**src/rtl/priority_encoder_sync.sv**
```systemverilog
// Registered 8-to-3 priority encoder: sticky request capture, valid/ack offer of the top pending index.
// 1-cycle req-to-valid latency; an offer is held with no preemption until acked, and acks retire one request per cycle.
module priority_encoder_sync #(
  parameter bit HIGH_FIRST = 1'b1
) (
  input  logic       clk,
  input  logic       rst_n,
  input  logic       e,
  input  logic [7:0] req,
  input  logic       ack,
  output logic       a,
  output logic       b,
  output logic       c,
  output logic       valid,
  output logic [7:0] pending
);

  typedef enum logic {
    IDLE  = 1'b0,
    OFFER = 1'b1
  } state_t;

  state_t     state_q;
  logic [2:0] code_q;
  logic [7:0] pend_q;

  logic [7:0] clr;
  logic [7:0] set;
  logic [7:0] pend_nxt;
  logic [2:0] sel_code;
  logic       sel_any;

  always_comb begin
    clr = 8'h00;
    if (state_q == OFFER && ack) clr[code_q] = 1'b1;
  end

  assign set      = e ? req : 8'h00;
  // Set is OR-ed in after the clear so a re-asserted request on the acked bit survives.
  assign pend_nxt = (pend_q & ~clr) | set;

  // Scan from lowest to highest priority; the last hit is the winner.
  always_comb begin
    sel_code = 3'd0;
    sel_any  = 1'b0;
    for (int n = 0; n < 8; n++) begin
      if (pend_nxt[HIGH_FIRST ? n : 7 - n]) begin
        sel_code = HIGH_FIRST ? 3'(n) : 3'(7 - n);
        sel_any  = 1'b1;
      end
    end
  end

  always_ff @(posedge clk or negedge rst_n) begin
    if (!rst_n) begin
      state_q <= IDLE;
      code_q  <= 3'd0;
      pend_q  <= 8'h00;
    end else begin
      pend_q <= pend_nxt;
      if (!(state_q == OFFER && !ack)) begin
        if (sel_any) begin
          state_q <= OFFER;
          code_q  <= sel_code;
        end else begin
          state_q <= IDLE;
          code_q  <= 3'd0;
        end
      end
    end
  end

  assign {a, b, c} = code_q;
  assign valid     = (state_q == OFFER);
  assign pending   = pend_q;

endmodule

```
**config.mk**
```make
export PLATFORM = sky130hd
export DESIGN_NAME = priority_encoder_sync
export DESIGN_NICKNAME = d
export VERILOG_FILES = /design/src/rtl/priority_encoder_sync.sv
export SDC_FILE = /design/constraint.sdc
export NUM_CORES = 1
export LEC_CHECK = 0
export CORE_AREA = 5 5 42 44
export CTS_BUF_LIST = sky130_fd_sc_hd__clkbuf_2 sky130_fd_sc_hd__clkbuf_4 sky130_fd_sc_hd__clkbuf_8
export DETAILED_ROUTE_END_ITERATION = 6
export DIE_AREA = 0 0 47 49
export GPL_TIMING_DRIVEN = 1
export PLACE_DENSITY = 0.84
export SETUP_SLACK_MARGIN = 0.5
export SKIP_CTS_REPAIR_TIMING = 1
export SLEW_MARGIN = 20
export SYNTH_ARGS = -nofsm -noshare
export SYNTH_HDL_FRONTEND = slang
export SYNTH_SLANG_ARGS = --single-unit
```
**constraint.sdc**
```tcl
create_clock -name clk -period 3.1 [get_ports clk]
set_input_delay 0.62 -clock clk [delete_from_list [all_inputs] [get_ports clk]]
set_output_delay 0.62 -clock clk [all_outputs]
set_load 0.01 [all_outputs]
```
==> impl_metrics.yaml <==
yosys:
  synth.most_common_cell: "dfrtp_1"
  avgSynthCellArea_sq_um: 9.21
  synth_area_leaders: "dfrtp_1, nand2_1, o21ai_0"
  async_reset_ff_share_pct: 100
  syn_area_sq_um: 589
  synth-edff-count: 0
  syn-instance-count: 64
  yosys_warnings: 0
  synth-main-ff-cell: "dfrtp_1"
  synthTopCellsByCount: "dfrtp_1, nand2_1, o21ai_0"
  synth_area_leader_cell: "dfrtp_1"
  synth_top_area_share_pct: 51.0
  synth.distinct_cells: 25
  synth_nets: 76
  ys_seq_area_share_pct: 51.0
  ys_ff_latch: 12
clock_network:
  cts_root_buf: "clkbuf_4"
  clock_latency_ns: 0.27
  cts_made_buffers: 3
  clk_pin_slew_ns: 0.08
  cts_sinks: 12
  cts_buffer_depth: 2
  cts_tree: "done"
  htree_levels: 1
setup_path:
  cp.arrival_ns: 2.39
  crit_type: "input pin to flip-flop"
  cp_top_family: "buffers and inverters"
  cp_num_buf_inv: 1
  crit_slowest_cell: "clkdlybuf4s50_1"
  cp_slowest_stage_delay_ns: 0.57
  crit_fanout: 5
  cp.required_ns: 3.26
  crit_chain: "clkdlybuf4s50_1 -> nand3b_4 -> or3_1 -> a22o_1 -> a31oi_1 -> o221ai_1 -> mux2_2"
  crit_path_start_kind: "input pin"
  crit_path_end_kind: "flip-flop"
layout:
  fin_util_pct: 62.2
  fillCellCount: 135
  nNetsFinal: 103
  synthToLayoutAreaGrowth_pct: 48.0
  insertedDiodeCount: 0
  drive_above_1_share_pct: 7.78
run:
  drv_cap: 0
place:
  gp_congestion: 0.812
  hpwlAfterDp_microns: 1170
  io_buffers: 23
pwr:
  ir_worst_vdd_uv: 320
  p_leak_nw: 0.357
  p_per_area_nw_per_um2: 590
sta:
  timing.hold.ws_ns: 0.531
  hold_viol_final: 0
  rsz0062_at_grt: "no"
  max_clock_freq_ghz: 0.450
  skew_ns: 0.00193
  tns_ns: 0
  post-route-period-util_pct: 71.7
  maxSlewViolCount: 0
  setup_viol_count_final: 0
  worstMarginPinSlew_ns: 0.536
  min_period_ns: 2.22
  slew_headroom_pct: 64.2
drt:
  wire_per_inst_microns: 14.2
  drtPass1Iterations: 4
  drtAntennaViolNets: 0
  highest_layer: "met4"
  first_iter_violations: 30
  via_count: 583
  drt-met1-wl_microns: 636
  viasPerCell: 5.50
  wl_microns: 1500
  wl_met3_microns: 120
  wl_met2_microns: 726
  drc: 0
run_status:
  outcome: "finished, final reports clean"
global_routing:
  track_usage_pct: 15.1
  grt_max_degree: 13
  first_global_vias: 609
  antenna_found_initial: 0
  grt-ovfl-total: 0
  grt_pass1_wl_microns: 2610
floorplan:
  die_w_microns: 47
  die_h_microns: 49
  rows: 14
  io_pins: 24
  start_util_pct: 42.1
  die-area_sq_um: 2300
  core_area_sq_um: 1400
hold_path:
  hp-class: "flip-flop to flip-flop"
-- cell type report --
| class | count | area (sq um) | area share [%] |
|---|---|---|---|
| sequential | 12 | 300 | 34.4 |
| timing repair buffer | 23 | 230 | 26.4 |
| clock buffer | 4 | 36.3 | 4.16 |
| multi-input combinational | 46 | 267 | 30.6 |
| tap | 16 | 20.0 | 2.30 |
| inverter | 5 | 18.8 | 2.15 |
-- per-layer routing --
| layer | track usage (%) | up-vias |
|---|---|---|
| met2 | 22.9 | 26 |
| li1 | - | 278 |
| met4 | 5.53 | 0 |
| met5 | 0 | - |
| met1 | 21.1 | 275 |
| met3 | 2.58 | 4 |
-- flip-flops by register name, summed over array words and instances, names as in the netlist --
signal	count
code_q	3
pending	8
valid	1
-- stage by stage --
| stage | instance area, sq um | power (mW) | instances | setup WS (ns) |
|---|---|---|---|---|
| 3_3_place_gp | 836 | 0.389 | 102 | 0.649 |
| 3_5_place_dp | 836 | 0.394 | 102 | 0.585 |
| 4_1_cts | 872 | 0.520 | 106 | 0.878 |
| 6_report | 872 | 0.515 | 106 | 0.877 |
| 2_1_floorplan | 589 | 0.294 | 64 | 1.28 |
| 5_1_grt | 872 | 0.547 | 106 | 0.756 |
-- power breakdown --
group          leakage [nW]  switching [mW]  total [mW]  internal [mW]
Sequential            0.113          0.0308       0.215          0.185
Clock                0.0210          0.0538       0.125         0.0714
Combinational         0.223          0.0798       0.174         0.0946
-- final timing paths --
kind                            depth (start not counted)  slack [ns]        from         end
max in group asynchronous                               1        2.05       rst_n  pending[1]
worst max register to register                          6        1.27   code_q[0]   code_q[0]
worst min register to register                          2        0.53  pending[0]  pending[0]
min in group asynchronous                               1        0.69       rst_n   code_q[1]
worst max-delay path                                    7        0.88         ack   code_q[0]
worst min-delay path                                    2        0.53  pending[0]  pending[0]
-- placed cells by master (no fill, tap or decap) --
master           count
nand3b_4             1
a22o_1               1
or3_1                1
inv_1                5
nor2b_1              1
or2b_1               1
clkbuf_8             1
nor3_1               1
nand4_1              1
nand2b_1             1
a21oi_1              4
nand3_1              4
clkdlybuf4s50_1     23
o31ai_1              1
o31a_2               1
a311oi_1             1
and2_1               1
o221ai_1             1
a22oi_1              1
dfrtp_1             12
a31oi_1              1
clkbuf_4             3
o21ai_0              6
o21a_1               1
mux2_2               1
nor2_1               4
nand2_1             11
-- worst min-delay path, cell delays in order (launching register included) --
cell,delay [ns]
dfrtp_1,0.38
nand2_1,0.06
nand2_1,0.06
-- cells by family after synthesis --
logic type / synth area share [%]
DFF: 51.0
and+or+nand+nor: 23.8
AOI/OAI and AO/OA: 19.5
buffers and inverters: 3.82
muxes: 1.91
Power figures use the tool's default switching activity.
